**src/rtl/pipe_pkg.sv**
```systemverilog
// Shared types and constants for the pipeline stage register.
package pipe_pkg;

  localparam int unsigned PIPE_OCC_W      = 2;
  localparam int unsigned PIPE_DATA_W_DEF = 64;
  localparam int unsigned PIPE_CTRL_W_DEF = 8;

  typedef enum logic [1:0] {
    EMPTY = 2'd0,
    BUSY  = 2'd1,
    FULL  = 2'd2
  } pipe_state_t;

  // Number of valid entries held in a given state.
  function automatic logic [PIPE_OCC_W-1:0] occ_of_state(input pipe_state_t s);
    logic [PIPE_OCC_W-1:0] occ;
    occ = '0;
    case (s)
      BUSY:    occ = 2'd1;
      FULL:    occ = 2'd2;
      default: occ = 2'd0;
    endcase
    return occ;
  endfunction

endpackage

```
**src/rtl/pipe_entry.sv**
```systemverilog
// One storage slot of the stage: payload, control vector and valid flag.
// clear drops the entry (valid and ctrl to zero) but leaves the payload alone,
// so out_data stays stable after a flush or drain.
module pipe_entry
  import pipe_pkg::*;
#(
  parameter int unsigned DATA_W = PIPE_DATA_W_DEF,
  parameter int unsigned CTRL_W = PIPE_CTRL_W_DEF
) (
  input  logic              clk,
  input  logic              rst,
  input  logic              load,
  input  logic              clear,
  input  logic [DATA_W-1:0] d_data,
  input  logic [CTRL_W-1:0] d_ctrl,
  output logic              q_valid,
  output logic [DATA_W-1:0] q_data,
  output logic [CTRL_W-1:0] q_ctrl
);

  logic              r_valid;
  logic [DATA_W-1:0] r_data;
  logic [CTRL_W-1:0] r_ctrl;

  // Slot register; clear wins over load so a flushed cycle never stores.
  always_ff @(posedge clk or posedge rst) begin
    if (rst) begin
      r_valid <= 1'b0;
      r_data  <= '0;
      r_ctrl  <= '0;
    end else if (clear) begin
      r_valid <= 1'b0;
      r_ctrl  <= '0;
    end else if (load) begin
      r_valid <= 1'b1;
      r_data  <= d_data;
      r_ctrl  <= d_ctrl;
    end
  end

  assign q_valid = r_valid;
  assign q_data  = r_data;
  assign q_ctrl  = r_ctrl;

endmodule

```
**src/rtl/pipe_stage_hs.sv**
```systemverilog
// Valid/ready pipeline stage register with flush (bubble insertion).
// Build option: define PIPE_SKID_EN for a 2-entry skid buffer with a
// registered in_ready; otherwise a single entry with combinational in_ready.
module pipe_stage_hs
  import pipe_pkg::*;
#(
  parameter int unsigned DATA_W = PIPE_DATA_W_DEF,
  parameter int unsigned CTRL_W = PIPE_CTRL_W_DEF
) (
  input  logic                  clk,
  input  logic                  rst,
  input  logic                  flush,
  input  logic                  in_valid,
  output logic                  in_ready,
  input  logic [DATA_W-1:0]     in_data,
  input  logic [CTRL_W-1:0]     in_ctrl,
  output logic                  out_valid,
  input  logic                  out_ready,
  output logic [DATA_W-1:0]     out_data,
  output logic [CTRL_W-1:0]     out_ctrl,
  output logic [PIPE_OCC_W-1:0] occupancy
);

  pipe_state_t       r_state;
  pipe_state_t       w_state_d;
  logic              w_main_load;
  logic              w_main_clear;
  logic [DATA_W-1:0] w_main_d_data;
  logic [CTRL_W-1:0] w_main_d_ctrl;

`ifdef PIPE_SKID_EN
  logic              w_main_sel_skid;
  logic              w_skid_load;
  logic              w_skid_clear;
  logic              w_skid_valid;
  logic [DATA_W-1:0] w_skid_data;
  logic [CTRL_W-1:0] w_skid_ctrl;
`endif

  // Next-state and slot load/clear decode; flush overrides everything.
  always_comb begin
    w_state_d    = r_state;
    w_main_load  = 1'b0;
    w_main_clear = 1'b0;
`ifdef PIPE_SKID_EN
    w_main_sel_skid = 1'b0;
    w_skid_load     = 1'b0;
    w_skid_clear    = 1'b0;
`endif
    if (flush) begin
      w_state_d    = EMPTY;
      w_main_clear = 1'b1;
`ifdef PIPE_SKID_EN
      w_skid_clear = 1'b1;
`endif
    end else begin
      unique case (r_state)
        EMPTY: begin
          if (in_valid) begin
            w_state_d   = BUSY;
            w_main_load = 1'b1;
          end
        end
        BUSY: begin
          if (in_valid && out_ready) begin
            w_main_load = 1'b1;
          end else if (in_valid && !out_ready) begin
`ifdef PIPE_SKID_EN
            // Downstream stalled: park the newer entry behind main.
            w_state_d   = FULL;
            w_skid_load = 1'b1;
`endif
          end else if (!in_valid && out_ready) begin
            w_state_d    = EMPTY;
            w_main_clear = 1'b1;
          end
        end
        FULL: begin
`ifdef PIPE_SKID_EN
          if (out_ready) begin
            w_state_d       = BUSY;
            w_main_load     = 1'b1;
            w_main_sel_skid = 1'b1;
            w_skid_clear    = 1'b1;
          end
`endif
        end
        default: begin
          w_state_d = EMPTY;
        end
      endcase
    end
  end

  // State register.
  always_ff @(posedge clk or posedge rst) begin
    if (rst) begin
      r_state <= EMPTY;
    end else begin
      r_state <= w_state_d;
    end
  end

`ifdef PIPE_SKID_EN
  assign w_main_d_data = w_main_sel_skid ? w_skid_data : in_data;
  assign w_main_d_ctrl = w_main_sel_skid ? w_skid_ctrl : in_ctrl;
  // Depends on the state register only, so no path from out_ready.
  assign in_ready      = (r_state != FULL);
`else
  assign w_main_d_data = in_data;
  assign w_main_d_ctrl = in_ctrl;
  assign in_ready      = !out_valid || out_ready;
`endif

  pipe_entry #(
    .DATA_W (DATA_W),
    .CTRL_W (CTRL_W)
  ) u_main (
    .clk     (clk),
    .rst     (rst),
    .load    (w_main_load),
    .clear   (w_main_clear),
    .d_data  (w_main_d_data),
    .d_ctrl  (w_main_d_ctrl),
    .q_valid (out_valid),
    .q_data  (out_data),
    .q_ctrl  (out_ctrl)
  );

`ifdef PIPE_SKID_EN
  pipe_entry #(
    .DATA_W (DATA_W),
    .CTRL_W (CTRL_W)
  ) u_skid (
    .clk     (clk),
    .rst     (rst),
    .load    (w_skid_load),
    .clear   (w_skid_clear),
    .d_data  (in_data),
    .d_ctrl  (in_ctrl),
    .q_valid (w_skid_valid),
    .q_data  (w_skid_data),
    .q_ctrl  (w_skid_ctrl)
  );
`endif

  assign occupancy = occ_of_state(r_state);

endmodule
```
**config.mk**
```make
export PLATFORM = sky130hd
export DESIGN_NAME = pipe_stage_hs
export DESIGN_NICKNAME = d
export VERILOG_FILES = /design/src/rtl/pipe_pkg.sv /design/src/rtl/pipe_entry.sv /design/src/rtl/pipe_stage_hs.sv
export SDC_FILE = /design/constraint.sdc
export NUM_CORES = 1
export LEC_CHECK = 0
export BUFFER_PORTS_ARGS = -buffer_cell sky130_fd_sc_hd__buf_2
export CORE_UTILIZATION = 46
export DETAILED_ROUTE_END_ITERATION = 8
export HOLD_SLACK_MARGIN = 0.03
export PLACE_DENSITY = 0.8
export SETUP_SLACK_MARGIN = 0.15
export SLEW_MARGIN = 20
export SYNTH_ARGS = -nofsm -noshare
export SYNTH_HDL_FRONTEND = slang
export SYNTH_SLANG_ARGS = --single-unit
```
**constraint.sdc**
```tcl
create_clock -name clk -period 2.6 [get_ports clk]
set_input_delay 0.13 -clock clk [delete_from_list [all_inputs] [get_ports clk]]
set_output_delay 0.13 -clock clk [all_outputs]
set_load 0.02 [all_outputs]
```
==> impl_metrics.json, run 1 <==
{
  "outcome": "complete, but fails checks",
  "violations": "DRC",
  "yosysTopAreaCell": "dfrtp_1",
  "fmax_ghz": 0.522,
  "clk_pin_slew_worst_paths_ns": 0.08,
  "rows": 29,
  "clockBufferDepth": 2,
  "numCtsBuffers": 9,
  "synth_enable_flop_cells": 0,
  "initial_utilization": 0.482,
  "dr_total_vias": 2260,
  "syn_inst": 175,
  "portBuffers": 151,
  "vias_per_cell": 4.76,
  "async_flop_share": 1.00,
  "setup_viol": 0,
  "tns_ns": 0,
  "leakagePower_uw": 0.00242,
  "crit_arrival_ns": 2.13,
  "ctsRootBufferMaster": "clkbuf_8",
  "track_usage": 0.226,
  "antenna_cells": 0,
  "hold_viol_final": 0,
  "fin_ws_ns": 0.684,
  "yosysSeqAreaShare": 0.594,
  "die_h_um": 84.3,
  "synth_area_leaders": "dfrtp_1 (59%), mux2_4 (29%), buf_12 (3.9%)",
  "drive_gt1_frac": 0.588,
  "cp-start-kind": "flip-flop",
  "ir_worst_vdd_mv": 0.378,
  "synth_ff_type": "dfrtp_1",
  "total_power_uw": 3450,
  "die_area_sq_um": 7110,
  "gp_congestion": 0.716,
  "cts_tree": "done",
  "postCtsResizedCells": 0,
  "skew_ns": 0.0147,
  "end_kind": "flip-flop",
  "clock_sinks": 74,
  "grt_max_degree": 42,
  "critPathKind": "reg2reg",
  "relSlewSlack": 0.521,
  "timing.final.crit_share": 0.737,
  "grt_pass1_vias": 2457,
  "drt_iter0_drc": 58,
  "drcViolationCount": 10,
  "postRouteWirelength_um": 7680,
  "yosysTopAreaCellShare": 0.594,
  "cts_setup_buffers": 0,
  "insertion_delay_ns": 0.34,
  "critical_path_peak_fanout": 34,
  "overflow": 0,
  "tightest_slew_ns": 0.718,
  "antenna_found_initial": 0,
  "syn_area_sq_um": 3120,
  "hp-class": "in2reg",
  "core_sq_um": 6460,
  "power_density_nw_per_um2": 724,
  "crit_required_ns": 2.82,
  "place_hpwl_um": 4180,
  "ys_ff_latch": 74,
  "area_growth_pct": 53.0,
  "die_w_um": 84.3,
  "pre_cts_ws_ns": 0.731,
  "timing.hold.ws_ns": 0.0494,
  "reg2regPathDepth": 4,
  "yosys.cell_types.count": 17,
  "hold_buffers": 63,
  "wl_per_cell_um": 16.2,
  "ant_nets": 0,
  "min_period_ns": 1.92,
  "max_cap_violations": 0,
  "fin_nets": 470,
  "min_path_cells": 2,
  "htreeDepth": 3,
  "slew_viol_final": 0,
  "rsz0062_at_grt": "no",
  "yosysWarnings": 0,
  "synth_nets": 252,
  "grt_pass1_wl_um": 12300,
  "ios": 153,
  "first_pass_iters": 6,
  "avgSynthCellArea_sq_um": 17.8
}
critical path, stage by stage, from the launching register on:
cell and delay, ns:
dfrtp_1 0.42, nand2b_1 0.31, nor3b_4 0.37, buf_12 0.29, mux2_2 0.38
cell usage after synthesis, types with 2 or more instances:
cell / instances
nor2_1: 8
mux2_2: 4
buf_2: 2
nand2b_1: 2
mux2_4: 60
dfrtp_1: 74
a32oi_1: 8
buf_12: 6
a21oi_1: 2
inv_1: 2
final cells by class:
type	instances	area, sq um
Inverter	2	7.51
Timing Repair Buffer	218	1460
Sequential cell	74	1850
Clock inverter	4	98.8
Tap cell	77	96.3
Clock buffer	12	145
Fill cell	412	1690
Multi-Input combinational cell	88	1110
per-stage QoR:
| stage | cell area [sq um] | std cells | utilization |
|---|---|---|---|
| global route | 4770 | 475 | 0.738 |
| finish | 4770 | 475 | 0.738 |
| floorplan | 3120 | 175 | - |
| global placement | 3880 | 395 | 0.601 |
| CTS | 4760 | 474 | 0.736 |
| detailed placement | 3880 | 395 | 0.601 |
flip-flops by register name, indices dropped and copies added (netlist names):
name,count
r_state,1
u_main.q_valid,1
u_main.q_data,64
u_main.q_ctrl,8
logic make-up after synthesis:
group	Yosys count	share of synthesized area
flip-flops	74	0.594
multiplexers	65	0.307
AND/OR/NAND/NOR	11	0.0177
buffers and inverters	13	0.0514
AO/OA/AOI/OAI	11	0.0285
other	1	0.00120
path summary, 6_finish.rpt:
path,from,to,slack (ns)
max in group asynchronous,rst,u_main.q_data[40],1.46
setup reg to reg,r_state[0],u_main.q_data[62],0.68
min in group asynchronous,rst,u_main.q_data[0],0.46
setup / recovery,r_state[0],u_main.q_data[62],0.68
hold / removal,in_data[19],u_main.q_data[19],0.05
hold reg to reg,u_main.q_data[17],u_main.q_data[17],0.51
placed cells by master, fill, tap and decap left out, types with 3 or more instances in the layout:
cell           netlist  final
a32oi_1              8      8
buf_12               6      3
buf_2                2    151
bufinv_16            0      3
clkbuf_8             0     10
dfrtp_1             74     74
dlygate4sd3_1        0     64
mux2_2               4      4
mux2_4              60     60
nor2_1               8      8
report_power, final:
| part | switching [uW] | leakage [uW] | internal, uW |
|---|---|---|---|
| clock | 415 | 0.000121 | 667 |
| combinational | 457 | 0.00141 | 474 |
| sequential | 106 | 0.000885 | 1330 |
metal layers:
| layer | part of all wire | vias to the layer above | global-route usage |
|---|---|---|---|
| met5 | 0 | - | 0 |
| met4 | 0.022 | 0 | 0.0940 |
| met3 | 0.054 | 16 | 0.0521 |
| met2 | 0.50 | 98 | 0.378 |
| met1 | 0.42 | 1094 | 0.284 |
| li1 | - | 1052 | - |
Power figures use the tool's default switching activity.
==> run 2, diff against run 1 <==
--- a/config.mk
+++ b/config.mk
@@ -6,10 +6,10 @@
 export NUM_CORES = 1
 export LEC_CHECK = 0
 export BUFFER_PORTS_ARGS = -buffer_cell sky130_fd_sc_hd__buf_2
-export CORE_UTILIZATION = 46
+export CORE_UTILIZATION = 41
 export DETAILED_ROUTE_END_ITERATION = 8
 export HOLD_SLACK_MARGIN = 0.03
-export PLACE_DENSITY = 0.8
+export PLACE_DENSITY = 0.75
 export SETUP_SLACK_MARGIN = 0.15
 export SLEW_MARGIN = 20
 export SYNTH_ARGS = -nofsm -noshare
==> constraint.sdc (replaced) <==
create_clock -name clk -period 1.57 [get_ports clk]
set_input_delay 0.0785 -clock clk [delete_from_list [all_inputs] [get_ports clk]]
set_output_delay 0.0785 -clock clk [all_outputs]
set_load 0.02 [all_outputs]
==> run 2 against run 1 <==
  * Core utilization is 4.6 points lower
  * Final cell count is 11% higher
  * Critical endpoint is now u_main.q_data[60]
  * The run now ends clean
  * Largest cell class unchanged
  * Largest power group unchanged
  * Global-route usage is 2.7 points lower
==> impl_metrics.json, run 2 (synthesis gave the netlist of run 1 again) <==
{
  "grt_pass1_vias": 2534,
  "path_cells": "nand2b_4 > nor3b_4 > buf_12 > buf_12 > mux2_2",
  "fmax_ghz": 0.653,
  "setup.worst_path.start": "r_state[0]",
  "insertion_delay_ns": 0.33,
  "drt_iter0_drc": 68,
  "area_growth_pct": 62.0,
  "numCtsBuffers": 9,
  "min_period_ns": 1.53,
  "ctsRootBufferMaster": "clkbuf_8",
  "rows": 31,
  "largest_reg_flops": 64,
  "place_hpwl_um": 4490,
  "outcome": "complete, no violations",
  "gp_congestion": 0.692,
  "die_w_um": 89.2,
  "drcViolationCount": 0,
  "critical_path_peak_fanout": 10,
  "grt_max_degree": 75,
  "r2r_start": "r_state[0]",
  "wl_per_cell_um": 15.4,
  "portBuffers": 151,
  "die_h_um": 89.2,
  "worstReg2RegEnd": "u_main.q_data[60]",
  "crit_required_ns": 1.79,
  "antenna_found_initial": 0,
  "dr_total_vias": 2389,
  "final_cell_mix": "buf_2 (151), dlygate4sd3_1 (73), dfrtp_1 (73)",
  "ir_worst_vdd_mv": 0.551,
  "critPathKind": "reg2reg",
  "reg2reg_slack_ns": 0.04,
  "slew_viol_final": 0,
  "track_usage": 0.198,
  "ios": 153,
  "hold_viol_final": 0,
  "vias_per_cell": 4.55,
  "path_common_cell": "buf_12",
  "timing.final.crit_share": 0.975,
  "final_common_cell": "buf_2",
  "slowest_stage": "dfrtp_2",
  "ant_nets": 0,
  "core_sq_um": 7290,
  "setup_viol": 0,
  "crit_arrival_ns": 1.75,
  "crit_cells": 5,
  "drive_gt1_frac": 0.603,
  "fin_util": 0.692,
  "fin_nets": 498,
  "overflow": 0,
  "htreeDepth": 3,
  "clockBufferDepth": 2,
  "nFillCells": 544,
  "leakagePower_uw": 0.00255,
  "stdcell_area_sq_um": 5050,
  "initial_utilization": 0.427,
  "rsz0062_at_grt": "yes",
  "skew_ns": 0.00950,
  "postRouteWirelength_um": 8070,
  "dpl_cell_area_sq_um": 4020,
  "cp-endpoint": "u_main.q_data[60]",
  "cp_num_buf_inv": 2,
  "max_cap_violations": 0,
  "cts_tree": "done",
  "grt_pass1_wl_um": 11800,
  "first_pass_iters": 4,
  "die_area_sq_um": 7950,
  "slowest_delay_ns": 0.43,
  "clk_pin_slew_worst_paths_ns": 0.08,
  "antenna_cells": 0,
  "end_kind": "flip-flop",
  "reg2regPathDepth": 5,
  "critPathTopFamily": "flip-flops",
  "cp-start-kind": "flip-flop",
  "hp-class": "in2reg",
  "power_density_nw_per_um2": 1090,
  "clock_sinks": 74
}
## run 2: cell count changes in the layout (fill, tap and decap cells not counted), moves of 2 or more
| cell | delta |
|---|---|
| clkinv_2 | +2 |
| dlygate4sd3_1 | +9 |
| buf_4 | +13 |
| clkinvlp_4 | +3 |
| clkbuf_1 | -2 |
| bufinv_16 | -2 |
| buf_6 | +4 |
## run 2: power by group
part | internal [uW] | total, uW | switching, uW
combinational | 847 | 1620 | 774
sequential | 2200 | 2370 | 172
clock | 777 | 1480 | 707
## run 2: tightest hold or removal path, delay by kind of cell
kind | cells | cell delay (ns)
AND/OR/NAND/NOR | 1 | 0.11
AO/OA/AOI/OAI | 1 | 0.08
buffers and inverters | 1 | 0.08
## run 2: stage by stage
step / setup WS, ns / hold slack (ns) / std cells / setup TNS (ns) / total power, uW
floorplan: 0.0904 / 0.190 / 175 / 0 / 3340
global placement: 0.0600 / 0.213 / 429 / 0 / 3800
detailed placement: 0.0288 / 0.222 / 429 / 0 / 3830
CTS: 0.0284 / 0.0436 / 520 / 0 / 5480
global route: -0.0142 / 0.0451 / 525 / -0.0420 / 5740
finish: 0.0385 / 0.0576 / 525 / 0 / 5480
## run 2: routing by layer
metal  global-route usage  up-vias  routed length, um
li1                     -     1105                  -
met5                    0        -                  0
met4               0.0736        0                116
met2                0.368       98               4230
met1                0.220     1173               3290
met3               0.0471       13                438
## run 2: worst min path at each step
stage	startpoint	end	depth (start not counted)
after floorplan	out_ready	u_main.q_valid	1
after global placement	rst	u_main.q_data[62]	3
after detailed placement	rst	u_main.q_data[61]	3
after CTS	in_ctrl[1]	u_main.q_ctrl[1]	3
after global routing	in_ctrl[1]	u_main.q_ctrl[1]	3
final	in_ctrl[1]	u_main.q_ctrl[1]	3
## run 2: final cells by class
type,count,area (sq um),share of cell area
clock buffers,10,138,0.0273
clock inverters,6,63.8,0.0126
inverters,2,11.3,0.00223
multi-input cells,88,1120,0.221
flip-flops and latches,74,1850,0.367
well taps,99,124,0.0245
repair buffers,246,1740,0.345
## run 2: what timing repair did
action	CTS	global route
hold buffers	73	0
endpoints found under the setup margin	61	64
endpoints found under the hold margin	146	0
buffers inserted	2	3
gates resized for setup	2	6
cloned	0	2
pin swaps	0	0
==> run 3, diff against run 2 <==
--- a/config.mk
+++ b/config.mk
@@ -5,11 +5,13 @@
 export SDC_FILE = /design/constraint.sdc
 export NUM_CORES = 1
 export LEC_CHECK = 0
+export ABC_AREA = 1
 export BUFFER_PORTS_ARGS = -buffer_cell sky130_fd_sc_hd__buf_2
 export CORE_UTILIZATION = 41
+export CTS_CLUSTER_DIAMETER = 100
 export DETAILED_ROUTE_END_ITERATION = 8
 export HOLD_SLACK_MARGIN = 0.03
-export PLACE_DENSITY = 0.75
+export PLACE_DENSITY = 0.76
 export SETUP_SLACK_MARGIN = 0.15
 export SLEW_MARGIN = 20
 export SYNTH_ARGS = -nofsm -noshare
==> run 3 against run 2 <==
  * Final cell count grew 24%
  * Register-to-register slack gained 0.29 ns
  * Non-clock buffer count decreased by 14
  * Sequential share of layout area rose by 2.2 points
  * Sequential cell count is the same
  * Critical path depth up 1
  * Sequential power fell by 3%
  * Critical path type is now in2reg
  * Critical endpoint is now u_main.q_data[46]
==> impl_metrics.json, run 3 <==
{
  "outcome": "complete, no violations",
  "switching_share": 0.296,
  "syn_area_sq_um": 2970,
  "yosys.cell_types.count": 13,
  "power_density_nw_per_um2": 1120,
  "drive_gt1_frac": 0.318,
  "pwr-share-comb": 0.235,
  "ir_worst_vdd_mv": 0.572,
  "area_growth_pct": 60.4,
  "die_area_sq_um": 7580,
  "antenna_cells": 0,
  "gp_congestion": 0.771,
  "slowest_stage": "dlygate4sd3_1",
  "final_cell_mix": "buf_2 (151), nand2_1 (149), dlygate4sd3_1 (74), dfrtp_1 (74), nand3_1 (73)",
  "ios": 153,
  "final_common_cell": "buf_2",
  "cts_setup_buffers": 0,
  "syn_inst": 329,
  "synthTopCellsByCount": "nand2_1 (151), dfrtp_1 (74), nand3_1 (73)",
  "p_int_uw": 3750,
  "nFillCells": 558,
  "drcViolationCount": 0,
  "timing.final.crit_share": 0.828,
  "min_period_ns": 1.30,
  "p_switching_uw": 1580,
  "yosysTopAreaCell": "dfrtp_1",
  "wl_per_cell_um": 13.7,
  "die_w_um": 87.1,
  "reg2regPathDepth": 4,
  "hold_viol_final": 0,
  "largest_reg_flops": 64,
  "yosysWarnings": 0,
  "postRouteWirelength_um": 8870,
  "reg2reg_slack_ns": 0.33,
  "ys_ff_latch": 74,
  "die_h_um": 87.1,
  "vias_per_cell": 4.77,
  "critical_path_peak_fanout": 43,
  "overflow": 0,
  "postCtsResizedCells": 0,
  "rsz0062_at_grt": "no",
  "track_usage": 0.245,
  "core_sq_um": 6910,
  "skew_ns": 0.00570,
  "setup.worst_path.start": "flush",
  "initial_utilization": 0.430,
  "end_kind": "flip-flop",
  "hp-class": "in2reg",
  "synth_nets": 406,
  "r2r_start": "r_state[0]",
  "fmax_ghz": 0.769,
  "synth_area_leaders": "dfrtp_1 (62%), nand2_1 (19%), nand3_1 (12%)",
  "total_power_uw": 5330,
  "max_cap_violations": 0,
  "drt_iter0_drc": 127,
  "place_hpwl_um": 5040,
  "cp-start-kind": "input pin",
  "synth_enable_flop_cells": 0,
  "grt_pass1_vias": 3035,
  "yosysTopAreaCellShare": 0.624,
  "p_clk_frac": 0.334,
  "rows": 30,
  "clockBufferDepth": 2,
  "avgSynthCellArea_sq_um": 9.02,
  "yosysSeqAreaShare": 0.624,
  "fin_nets": 626,
  "slew_viol_final": 0,
  "slowest_delay_ns": 0.54,
  "leakagePower_uw": 0.00268,
  "htreeDepth": 3,
  "portBuffers": 151,
  "critPathKind": "in2reg",
  "ant_nets": 0,
  "grt_max_degree": 61,
  "async_flop_share": 1.00,
  "tns_ns": 0,
  "worstReg2RegEnd": "u_main.q_data[46]",
  "numCtsBuffers": 9,
  "setup_viol": 0,
  "ctsRootBufferMaster": "clkbuf_8",
  "dr_total_vias": 3100,
  "hold_buffers": 74,
  "synth_ff_type": "dfrtp_1",
  "clk_pin_slew_worst_paths_ns": 0.08,
  "crit_required_ns": 1.84,
  "yosysMostFrequentCell": "nand2_1",
  "cp-endpoint": "u_main.q_data[46]",
  "grt_pass1_wl_um": 14200,
  "first_pass_iters": 4,
  "cts_tree": "done",
  "crit_arrival_ns": 1.57,
  "insertion_delay_ns": 0.33,
  "path_cells": "dlygate4sd3_1 > buf_2 > nor2_4 > buf_4 > nand3_1 > nand2_1",
  "clock_sinks": 74,
  "antenna_found_initial": 0,
  "seqPwrFrac": 0.430
}
[run 3: worst max-delay path, delay by kind of cell]
kind	cells	cell delay [ns]
and+or+nand+nor	3	0.38
buffers and inverters	3	1.09
[run 3: cell families (layout without fill, tap and decap cells)]
family / after synthesis / after routing / share of synthesized area
and+or+nand+nor: 226 / 226 / 0.319
DFF: 74 / 74 / 0.624
buffers and inverters: 27 / 252 / 0.0536
AOI/OAI and AO/OA: 1 / 1 / 0.00169
other: 1 / 1 / 0.00126
[run 3: final cells by class]
type	instances	area (sq um)	area share
clock inverter	4	98.8	0.0208
multi-input combinational	228	961	0.202
clock buffer	12	145	0.0305
sequential	74	1850	0.389
inverter	4	18.8	0.00395
timing repair buffer	232	1560	0.328
tap	96	120	0.0252
[run 3: how the worst min path moves through the flow]
stage | startpoint | to | slack, ns | cells after the start
global placement | rst | u_main.q_ctrl[7] | 0.24 | 3
finish | in_valid | r_state[0] | 0.10 | 3
CTS | in_valid | r_state[0] | 0.07 | 3
global route | in_valid | r_state[0] | 0.09 | 3
floorplan | flush | r_state[0] | 0.14 | 1
detailed placement | rst | u_main.q_data[45] | 0.24 | 3
[run 3: stage by stage]
step           hold WS [ns]  cells  area [sq um]  setup WS, ns   util
3_5_place_dp          0.244    560          3770         0.361  0.546
2_1_floorplan         0.142    329          2970         0.438      -
6_report              0.105    650          4760         0.270  0.689
5_1_grt              0.0938    650          4760         0.174  0.689
3_3_place_gp          0.237    560          3770         0.394  0.546
4_1_cts              0.0700    650          4760         0.332  0.689
[run 3: power by group through the flow]
| stage | Combinational [uW] | Sequential (uW) | Clock [uW] |
|---|---|---|---|
| after floorplan | 336 | 2650 | 0 |
| after global placement | 1080 | 2320 | 0 |
| after detailed placement | 1100 | 2330 | 0 |
| after CTS | 1240 | 2290 | 1830 |
| after global routing | 1370 | 2320 | 1900 |
| final | 1260 | 2300 | 1780 |
[run 3: layer usage]
layer / vias to the layer above / global-route usage / share of wire
met5: - / 0 / 0
met4: 0 / 0.129 / 0.028
met3: 21 / 0.0379 / 0.040
met2: 124 / 0.441 / 0.53
met1: 1468 / 0.281 / 0.40
li1: 1487 / - / -
